==> config.mk <==
export PLATFORM = sky130hd
export DESIGN_NAME = key_debouncer_flat
export DESIGN_NICKNAME = d
export VERILOG_FILES = /design/src/rtl/key_debouncer_if.sv /design/src/rtl/key_debounce_cell.sv /design/src/rtl/key_debouncer.sv /design/src/flat_wrapper.sv
export SDC_FILE = /design/constraint.sdc
export NUM_CORES = 1
export LEC_CHECK = 0
export CAP_MARGIN = 30
export CORE_MARGIN = 2
export CORE_UTILIZATION = 57
export DETAILED_ROUTE_END_ITERATION = 10
export GPL_TIMING_DRIVEN = 0
export HOLD_SLACK_MARGIN = 0.12
export PLACE_DENSITY = 0.79
export RECOVER_POWER = 25
export SLEW_MARGIN = 10
export SYNTH_ARGS = -nofsm -noshare
export SYNTH_HDL_FRONTEND = slang
export SYNTH_HIERARCHICAL = 1
export SYNTH_SLANG_ARGS = --single-unit
==> constraint.sdc <==
create_clock -name clk -period 3.2 [get_ports clk]
set_input_delay 0.64 -clock clk [delete_from_list [all_inputs] [get_ports clk]]
set_output_delay 0.64 -clock clk [all_outputs]
set_load 0.02 [all_outputs]
==> src/rtl/key_debouncer_if.sv <==
// Key bus between the raw board pins, the debouncer and the buttons device.
// The slave side is the debouncer; the master side drives the raw pins and consumes the clean keys.
interface key_debouncer_if #(
    parameter int WIDTH = 8
);
    logic [WIDTH-1:0] raw_key;
    logic [WIDTH-1:0] user_key;
    logic [WIDTH-1:0] press_pulse;
    logic [WIDTH-1:0] release_pulse;

    modport master (
        output raw_key,
        input  user_key,
        input  press_pulse,
        input  release_pulse
    );

    modport slave (
        input  raw_key,
        output user_key,
        output press_pulse,
        output release_pulse
    );
endinterface

==> src/rtl/key_debounce_cell.sv <==
// One key's debounce filter: counts sample ticks spent disagreeing with the
// debounced state and flips after STABLE_TICKS of them, with edge strobes.
module key_debounce_cell #(
    parameter int STABLE_TICKS = 20
) (
    input  logic clk,
    input  logic rst,
    input  logic tick,
    input  logic sync_bit,
    output logic key_q,
    output logic press_q,
    output logic release_q
);
    localparam int CW = $clog2(STABLE_TICKS + 1);
    localparam logic [CW-1:0] CNT_LAST = CW'(STABLE_TICKS - 1);

    logic [CW-1:0] cnt;

    // Any agreement clears progress, so short bounces never accumulate.
    always_ff @(posedge clk or negedge rst) begin
        if (!rst) begin
            cnt       <= '0;
            key_q     <= 1'b1;
            press_q   <= 1'b0;
            release_q <= 1'b0;
        end else begin
            press_q   <= 1'b0;
            release_q <= 1'b0;
            if (sync_bit == key_q) begin
                cnt <= '0;
            end else if (tick) begin
                if (cnt == CNT_LAST) begin
                    cnt       <= '0;
                    key_q     <= sync_bit;
                    press_q   <= ~sync_bit;
                    release_q <= sync_bit;
                end else begin
                    cnt <= cnt + CW'(1);
                end
            end
        end
    end
endmodule

==> src/rtl/key_debouncer.sv <==
// Debounces WIDTH active-low key pins: two-flop synchroniser, shared sample
// prescaler and one filter cell per key; all outputs are registered.
module key_debouncer #(
    parameter int WIDTH        = 8,
    parameter int TICK_DIV     = 1000,
    parameter int STABLE_TICKS = 20
) (
    input  logic           clk,
    input  logic           rst,
    key_debouncer_if.slave kbus
);
    localparam logic [WIDTH-1:0] KEY_IDLE = {WIDTH{1'b1}};
    localparam int PW = (TICK_DIV > 1) ? $clog2(TICK_DIV) : 1;
    localparam logic [PW-1:0] PSC_LAST = PW'(TICK_DIV - 1);

    logic [WIDTH-1:0] sync1;
    logic [WIDTH-1:0] sync2;
    logic [PW-1:0]    psc;
    logic             tick;
    logic [WIDTH-1:0] user_key_q;
    logic [WIDTH-1:0] press_q;
    logic [WIDTH-1:0] release_q;

    // Synchroniser resets to the idle level so reset exit looks like "no key pressed".
    always_ff @(posedge clk or negedge rst) begin
        if (!rst) begin
            sync1 <= KEY_IDLE;
            sync2 <= KEY_IDLE;
        end else begin
            sync1 <= kbus.raw_key;
            sync2 <= sync1;
        end
    end

    // Free-running prescaler shared by all keys; key activity never restarts it.
    always_ff @(posedge clk or negedge rst) begin
        if (!rst) begin
            psc <= '0;
        end else if (psc == PSC_LAST) begin
            psc <= '0;
        end else begin
            psc <= psc + PW'(1);
        end
    end

    assign tick = (psc == PSC_LAST);

    for (genvar i = 0; i < WIDTH; i++) begin : g_key
        key_debounce_cell #(
            .STABLE_TICKS(STABLE_TICKS)
        ) u_cell (
            .clk      (clk),
            .rst      (rst),
            .tick     (tick),
            .sync_bit (sync2[i]),
            .key_q    (user_key_q[i]),
            .press_q  (press_q[i]),
            .release_q(release_q[i])
        );
    end

    assign kbus.user_key      = user_key_q;
    assign kbus.press_pulse   = press_q;
    assign kbus.release_pulse = release_q;
endmodule

==> src/flat_wrapper.sv <==
// flat-port wrapper written by rule: the top's interface ports become plain ports
module key_debouncer_flat 
#(
    parameter int WIDTH        = 8,
    parameter int TICK_DIV     = 1000,
    parameter int STABLE_TICKS = 20
)
  (clk, rst, kbus_raw_key, kbus_user_key, kbus_press_pulse, kbus_release_pulse);
  key_debouncer_if #(.WIDTH(WIDTH)) kbus_i ();
  input  logic clk;
  input  logic rst;
  input wire logic [$bits(kbus_i.raw_key)-1:0] kbus_raw_key;
  output wire logic [$bits(kbus_i.user_key)-1:0] kbus_user_key;
  output wire logic [$bits(kbus_i.press_pulse)-1:0] kbus_press_pulse;
  output wire logic [$bits(kbus_i.release_pulse)-1:0] kbus_release_pulse;
  assign kbus_i.raw_key = kbus_raw_key;
  assign kbus_user_key = kbus_i.user_key;
  assign kbus_press_pulse = kbus_i.press_pulse;
  assign kbus_release_pulse = kbus_i.release_pulse;
  key_debouncer #(.WIDTH(WIDTH), .TICK_DIV(TICK_DIV), .STABLE_TICKS(STABLE_TICKS)) u_core (.clk(clk), .rst(rst), .kbus(kbus_i));
endmodule
Word-level counts from Yosys, hierarchy flattened
Cells that the tools add are included.
{"block": "classes", "addsub": 9, "n_eq_ne": 17, "muxes": 73, "bitwise": 16, "n_reduce_logical": 16}
{"cell": "5-bit two-way mux", "n": 24}
{"cell": "1-bit two-way mux", "n": 48}
{"cell": "5-bit by 1-bit adder with 5-bit output, second input constant", "n": 8}
{"cell": "5-bit equality test, second input constant", "n": 8}
{"cell": "3-bit AND reduction", "n": 8}
{"cell": "1-bit NOT", "n": 16}
{"cell": "2-bit nonzero test", "n": 8}
{"cell": "10-bit by 1-bit adder with 10-bit output, second input constant", "n": 1}
{"cell": "10-bit equality test, second input constant", "n": 1}
{"cell": "10-bit two-way mux", "n": 1}
{"cell": "1-bit equality test", "n": 8}
{"block": "totals", "ff_bits": 90, "inputBits": 10, "out_inout_bits": 24}

Logic depth before layout (Yosys ltp)
Gate-level depths: netlist (run 1).
{"block": "logic_depth", "word_depth": 4, "depth_mapped": 8, "depth_no_buf": 7}

Hierarchy
Netlist (run 1), hierarchy kept.
{"module": "key_debounce_cell", "n_inst": 8, "cells_each": 33, "area_each_um2": 395.4, "seq_area_each_um2": 201.4}
{"module": "key_debouncer", "n_inst": 1, "cells_each": 59, "area_each_um2": 903.4, "seq_area_each_um2": 670.6}

Least setup slack after synthesis (run 1)
No wires, ideal clock.
{"block": "synth_path", "kind": "register to register", "startpoint": "register u_core.psc[0]", "endpoint": "register u_core.g_key[0].u_cell.cnt[2]", "setup_ps": 78, "arrival_time_ps": 2227, "slack_ps": 895, "stages_incl_launch_ff": 9, "n_path_buf": 1, "path_cell_list": "dfrtp_1 ha_1 nand3_1 nor3_2 and3_1 buf_2 nand2_1 or3_1 a21oi_1"}
{"block": "synth_between", "elab_chain_len": 2}
{"item": "start, declared", "line": "key_debouncer.sv:18", "source": "logic [PW-1:0] psc;"}
{"item": "start signal, assigned", "line": "key_debouncer.sv:42", "source": "psc <= psc + PW'(1);"}
{"item": "10-bit equality test", "line": "key_debouncer.sv:46", "source": "assign tick = (psc == PSC_LAST);"}
{"item": "via u_core.tick", "line": "key_debouncer.sv:19", "source": "logic tick;"}
{"item": "2-bit nonzero test (no line)"}
{"item": "end signal, assigned", "line": "key_debounce_cell.sv:38", "source": "cnt <= cnt + CW'(1);"}
{"item": "end, declared", "line": "key_debounce_cell.sv:17", "source": "logic [CW-1:0] cnt;"}
The timed path passes the listed nets, and every way through them passes these cells.
A chain may end at the register's enable or synchronous reset.

Final worst setup path (run 1)
{"block": "layout_path", "startpoint": "register u_core.psc[0]", "endpoint": "register u_core.g_key[6].u_cell.cnt[2]"}
{"block": "layout_between", "elab_chain_len": 2}
{"item": "10-bit equality test", "line": "key_debouncer.sv:46"}
{"item": "via u_core.tick", "line": "key_debouncer.sv:19"}
{"item": "2-bit nonzero test (no line)"}
{"item": "end signal, assigned", "line": "key_debounce_cell.sv:38"}
{"item": "end, declared", "line": "key_debounce_cell.sv:17"}
The timed path passes the listed nets, and every way through them passes these cells.

==> results of run 1 <==
## registers in the layout (all words and copies together), names as in the netlist
signal                         flops
u_core/psc                        10
u_core/sync1                       8
u_core/g_key.u_cell/cnt           40
u_core/g_key.u_cell/release_q      8
u_core/g_key.u_cell/press_q        8
u_core/sync2                       8
u_core/g_key.u_cell/key_q          8
## per-layer routing
metal  part of all wire, %  up-vias  GRT usage (%)
met5                     0        -              0
met4                   1.1        0           5.65
met2                    49       38           29.5
met1                    46     1260           22.1
met3                   4.1        7           6.25
li1                      -     1239              -
## cells in the final DEF, fill, tap and decap left out, types with 2 or more instances in the layout
cell / instances
a21oi_1: 26
and2b_1: 16
and3_1: 3
and3_4: 2
and4b_1: 8
clkbuf_1: 4
clkbuf_8: 10
clkdlybuf4s50_1: 25
clkinv_2: 2
dfrtp_1: 66
dfstp_2: 24
dlygate4sd3_1: 7
ha_1: 9
mux2_4: 8
mux2i_1: 8
nand2_1: 16
nand2_2: 8
nand2b_1: 8
nand3_1: 6
nand4_1: 8
nor2_1: 20
nor3b_1: 16
nor4bb_4: 8
o21ai_0: 16
or3_1: 8
or3b_1: 8
xnor2_1: 10
xor2_1: 11
## worst reg2reg max path, cell delays in order (launching register included)
cell and delay [ps]:
dfrtp_1 420, ha_1 260, nand3_1 110, nor3_2 200
and3_1 180, buf_2 280, buf_12 270, nand2_1 140
or3_1 320, a21oi_1 130
## cell type report
type / instances / area, um^2
clock inverter: 3 / 40.0
sequential: 90 / 2280
buffer: 1 / 5.00
fill: 527 / 2080
clock buffer: 13 / 149
timing repair buffer: 35 / 372
inverter: 1 / 3.75
tap: 96 / 120
multi-input combinational: 231 / 1780
## per-stage QoR
stage,setup WS (ps),cell area [um^2]
2_1_floorplan,895,4070
3_3_place_gp,-1650,4520
3_5_place_dp,820,4560
4_1_cts,817,4750
5_1_grt,553,4750
6_report,815,4750
## cell families (layout without fill, tap and decap cells)
logic type | Yosys count | in the layout | share of synthesized area (%)
compound gates | 46 | 46 | 6.09
xor+xnor | 21 | 21 | 4.52
fa+ha+maj | 9 | 9 | 2.77
buf+inv | 2 | 53 | 0.215
flops | 90 | 90 | 56.1
mux | 16 | 16 | 4.92
simple gates | 139 | 139 | 25.4
## worst max-delay path by stage
| stage | endpoint | slack (ps) | depth (start not counted) |
|---|---|---|---|
| 2_1_floorplan | u_core/g_key[0].u_cell/cnt[2] | 900 | 8 |
| 3_3_place_gp | u_core/g_key[7].u_cell/release_q | -1650 | 1 |
| 3_5_place_dp | u_core/g_key[0].u_cell/cnt[2] | 820 | 9 |
| 4_1_cts | u_core/g_key[6].u_cell/cnt[2] | 820 | 9 |
| 5_1_grt | u_core/g_key[3].u_cell/cnt[2] | 550 | 9 |
| 6_report | u_core/g_key[6].u_cell/cnt[2] | 810 | 9 |
## power by group
| part | switching (mW) | internal [mW] |
|---|---|---|
| Sequential | 0.00772 | 1.16 |
| Clock | 0.351 | 0.381 |
| Combinational | 0.0300 | 0.0155 |
==> impl_metrics.env, run 1 <==
export IMPL_outcome="finished with violations"
export IMPL_failed_checks="max-capacitance violations, max-slew violations"
export IMPL_cp_cell_sequence="ha_1 -> nand3_1 -> nor3_2 -> and3_1 -> buf_2 -> buf_12 -> nand2_1 -> or3_1 -> a21oi_1"
export IMPL_hold_path_class="reg -> reg"
export IMPL_fin_tns_setup_ps=0
export IMPL_nets=388
export IMPL_worstMarginPinSlew_ps=1920
export IMPL_crit_fanout=47
export IMPL_worstSetupPathType="reg -> reg"
export IMPL_coreArea_um2=6830
export IMPL_ys_flop_type="dfrtp_1"
export IMPL_synth_common_cells="dfrtp_1 (66), a21oi_1 (26), dfstp_2 (24), nor2_1 (20)"
export IMPL_cp_startpoint="u_core/psc[0]"
export IMPL_synth_top_cell_area_share_pct=40.6
export IMPL_grt_overflow=0
export IMPL_cts_tree="built"
export IMPL_ys_types=33
export IMPL_r2r_end="u_core/g_key[6].u_cell/cnt[2]"
export IMPL_clock_latency_ps=350
export IMPL_wirelength_um=6120
export IMPL_worstHoldStart="u_core/sync1[6]"
export IMPL_synth_area_um2=4070
export IMPL_cts_root_buf="clkbuf_8"
export IMPL_wl_per_cell_um=13.0
export IMPL_antenna_found_initial=0
export IMPL_synth_edf_count=0
export IMPL_rsz0062_at_grt="false"
export IMPL_power_mw=1.94
export IMPL_ant_nets=0
export IMPL_cap_violations=1
export IMPL_n_antenna_cell=0
export IMPL_final_max_slew_violation_count=37
export IMPL_ctsResizeCount=0
export IMPL_port_buffers=33
export IMPL_cp_top_family="simple AND/OR/NAND/NOR gates"
export IMPL_path_buf_inv=2
export IMPL_fin_crit_sh_pct=74.5
export IMPL_ys_warn_count=6
export IMPL_cts_sinks=90
export IMPL_cts_max_level=3
export IMPL_via_per_inst=5.41
export IMPL_grt_pass1_wl_um=10900
export IMPL_critPathLaunchType="register"
export IMPL_final_cells=470
export IMPL_finClkSkew_ps=9.75
export IMPL_finish_utilization_pct=69.5
export IMPL_postSynthAreaPerCell_um2=12.6
export IMPL_yosys_top_cells_area="dfrtp_1 (41%), dfstp_2 (16%), nor4bb_4 (4.9%), a21oi_1 (3.2%), and2b_1 (3.0%)"
export IMPL_ioPinCount=34
export IMPL_ys_seq_area_share_pct=56.1
export IMPL_drt_pass1_iter_count=4
export IMPL_vias=2544
export IMPL_numCtsBuffers=9
export IMPL_crit_arrival_ps=2650
export IMPL_die_h_um=88.5
export IMPL_relSlewSlack_pct=-27.8
export IMPL_track_usage_pct=17.8
export IMPL_pwr_density_cell_nw_per_um2=409
export IMPL_synthArstFlopShare_pct=100
export IMPL_rr_startpoint="u_core/psc[0]"
export IMPL_initial_core_util_pct=59.5
export IMPL_synth_net_count=342
export IMPL_rows=30
export IMPL_dp_cells=454
export IMPL_synth_seq_cells=90
export IMPL_postSynthCellCount=323
export IMPL_period_needed_ps=2390
export IMPL_post_cts_buffers=0
export IMPL_holdWs_ps=360
export IMPL_r2r_slack_ps=810
export IMPL_clk_pin_slew_ps=80
export IMPL_die_w_um=88.5
export IMPL_whs_path_depth=0
export IMPL_grt_pass1_vias=2525
export IMPL_ctsHoldBuffers=0
export IMPL_remaining_drc_errors=0
export IMPL_critPathMaxStageDelay_ps=420
export IMPL_area_growth_pct=16.7
export IMPL_clock_path_buffers=2
export IMPL_worst_r2r_path_depth=9
export IMPL_yosysMostFrequentCell="dfrtp_1"
export IMPL_endpoint_kind="register"
export IMPL_dpl_hpwl_um=4210
export IMPL_synth_largest_area_cell="dfrtp_1"
export IMPL_fmax_ghz=0.419
export IMPL_hold_violations=0
export IMPL_drt_iter0_drc=86
export IMPL_die_area_um2=7830
export IMPL_hold_end="u_core/sync2[6]"
export IMPL_place_congestion=0.739
export IMPL_max_vdd_ir_drop_mv=0.359
export IMPL_cp_slowest_cell="dfrtp_1"
export IMPL_power_leakage_nw=1.99
export IMPL_drive_gt1_share_pct=18.4
export IMPL_setup_viol=0
export IMPL_required_ps=3470
export IMPL_grt_max_degree=55
No activity file was read; power rests on OpenSTA's default activity.
==> run 2: changes to the inputs <==
==> constraint.sdc (replaced) <==
create_clock -name clk -period 2.2 [get_ports clk]
set_input_delay 0.44 -clock clk [delete_from_list [all_inputs] [get_ports clk]]
set_output_delay 0.44 -clock clk [all_outputs]
set_load 0.02 [all_outputs]
==> run 2 against run 1 <==
The run now ends clean; non-clock buffer count rose by 2; register-to-register slack got worse by 720 ps; setup slack got worse by 720 ps.
==> impl_metrics.env, run 2 (synthesis gave the netlist of run 1 again) <==
export IMPL_final_cells=472
export IMPL_rr_startpoint="u_core/psc[0]"
export IMPL_drive_gt1_share_pct=19.9
export IMPL_cp_top_family="simple AND/OR/NAND/NOR gates"
export IMPL_dp_cells=453
export IMPL_pwr_share_clk_pct=36.7
export IMPL_clock_path_buffers=2
export IMPL_pwr_density_cell_nw_per_um2=579
export IMPL_die_w_um=88.5
export IMPL_wl_per_cell_um=13.8
export IMPL_r2r_end="u_core/g_key[3].u_cell/cnt[2]"
export IMPL_p_sw_mw=0.602
export IMPL_period_needed_ps=2100
export IMPL_cts_sinks=90
export IMPL_power_leakage_nw=2.00
export IMPL_fin_crit_sh_pct=95.6
export IMPL_die_h_um=88.5
export IMPL_cts_tree="built"
export IMPL_relSlewSlack_pct=52.4
export IMPL_wirelength_um=6500
export IMPL_final_max_slew_violation_count=0
export IMPL_remaining_drc_errors=0
export IMPL_final_common_cell="dfrtp_1"
export IMPL_hold_end="u_core/sync2[0]"
export IMPL_ant_nets=0
export IMPL_worst_r2r_path_depth=8
export IMPL_ioPinCount=34
export IMPL_seq_power_share_pct=60.9
export IMPL_vias=2567
export IMPL_track_usage_pct=18.6
export IMPL_grtUsageMet1_pct=24.3
export IMPL_grt_max_degree=64
export IMPL_clock_latency_ps=350
export IMPL_combPwrFrac_pct=2.4
export IMPL_layout_common_cells="dfrtp_1 (66), a21oi_1 (26), clkdlybuf4s50_1 (24), dfstp_2 (24), nor2_1 (20)"
export IMPL_n_antenna_cell=0
export IMPL_via_per_inst=5.44
export IMPL_finClkSkew_ps=5.02
export IMPL_use_met3_pct=5.78
export IMPL_fin_tns_setup_ps=0
export IMPL_area_growth_pct=18.0
export IMPL_cp_cell_sequence="ha_2 -> nand3_1 -> nor3_4 -> and3_4 -> buf_12 -> nand2_1 -> or3_1 -> a21oi_1"
export IMPL_numCtsBuffers=9
export IMPL_cts_max_level=3
export IMPL_grt_pass1_vias=2563
export IMPL_hold_path_class="reg -> reg"
export IMPL_dpl_hpwl_um=4110
export IMPL_initial_core_util_pct=59.5
export IMPL_critPathLaunchType="register"
export IMPL_worstHoldStart="u_core/sync1[0]"
export IMPL_port_buffers=33
export IMPL_top_regs="u_core/g_key.u_cell/cnt: 40 flops, u_core/psc: 10 flops"
export IMPL_required_ps=2480
export IMPL_cap_violations=0
export IMPL_holdWs_ps=357
export IMPL_use_met2_pct=29.4
export IMPL_path_buf_inv=1
export IMPL_final_area_um2=4800
export IMPL_pre_cts_ws_ps=-235
export IMPL_gr_max_usage_layer="met2"
export IMPL_power_mw=2.78
export IMPL_drt_iter0_drc=91
export IMPL_sw_frac_of_total_pct=21.7
export IMPL_cp_slowest_cell="dfrtp_1"
export IMPL_fmax_ghz=0.475
export IMPL_layout_setup_ws_ps=96.8
export IMPL_worstSetupPathType="reg -> reg"
export IMPL_hold_violations=0
export IMPL_largest_register_ffs=40
export IMPL_crit_arrival_ps=2380
export IMPL_regMostFlops="u_core/g_key.u_cell/cnt"
export IMPL_critPathMaxStageDelay_ps=440
export IMPL_drt_pass1_iter_count=6
export IMPL_dpl_cell_area_um2=4540
export IMPL_cts_root_buf="clkbuf_8"
export IMPL_die_area_um2=7830
export IMPL_grt_pass1_wl_um=11300
export IMPL_crit_fanout=31
export IMPL_nets=390
export IMPL_whs_path_depth=0
export IMPL_outcome="finished, final reports clean"
export IMPL_rows=30
export IMPL_worstMarginPinSlew_ps=714
export IMPL_antenna_found_initial=0
export IMPL_finish_utilization_pct=70.3
export IMPL_grt_overflow=0
export IMPL_coreArea_um2=6830
export IMPL_clk_pin_slew_ps=80
export IMPL_place_congestion=0.776
export IMPL_power_internal_mw=2.17
export IMPL_r2r_slack_ps=100
export IMPL_max_vdd_ir_drop_mv=0.321
export IMPL_endpoint_kind="register"
export IMPL_setup_viol=0
run 2: how the worst max path moves through the flow:
| stage | startpoint | end | cells past startpoint |
|---|---|---|---|
| after floorplan | u_core/psc[0] | u_core/g_key[0].u_cell/cnt[2] | 8 |
| after global placement | rst | u_core/g_key[4].u_cell/cnt[0] | 1 |
| after detailed placement | u_core/psc[0] | u_core/g_key[3].u_cell/cnt[2] | 8 |
| final | u_core/psc[0] | u_core/g_key[3].u_cell/cnt[2] | 8 |
| after global routing | u_core/psc[1] | u_core/g_key[3].u_cell/cnt[2] | 8 |
| after CTS | u_core/psc[0] | u_core/g_key[3].u_cell/cnt[2] | 8 |
run 2: area by class of cell:
| cell class | instances | area [um^2] |
|---|---|---|
| clock buffer | 12 | 155 |
| timing repair buffer | 37 | 403 |
| inverter | 1 | 3.75 |
| fill | 508 | 2030 |
| clock inverter | 4 | 26.3 |
| tap | 96 | 120 |
| multi-input combinational | 231 | 1790 |
| sequential | 90 | 2280 |
| buffer | 1 | 20.0 |
run 2: power by group through the flow:
stage	Sequential [mW]	Clock [mW]	Combinational [mW]
2_1_floorplan	1.72	0	0.0144
3_3_place_gp	1.72	0	0.0664
3_5_place_dp	1.72	0	0.0725
4_1_cts	1.69	1.06	0.0745
5_1_grt	1.69	1.13	0.0785
6_report	1.69	1.02	0.0676
run 2: worst register-to-register path: cells and delay by family (launching register included):
kind / cells / cell delay (ps)
buf+inv: 1 / 190
flops: 1 / 440
compound gates: 1 / 150
simple gates: 5 / 1010
fa+ha+maj: 1 / 250
run 2: timing repair:
action | CTS | global route
hold buffers | 1 | 0
resized for setup | 3 | 3
cloned | 1 | 0
endpoints found under the setup margin | 41 | 21
endpoints found under the hold margin | 18 | 0
buffers inserted | 0 | 1
run 2: metal layers:
| metal | routed length [um] | up-vias |
|---|---|---|
| li1 | - | 1254 |
| met1 | 3020 | 1277 |
| met2 | 3200 | 30 |
| met3 | 208 | 6 |
| met4 | 64 | 0 |
| met5 | 0 | - |
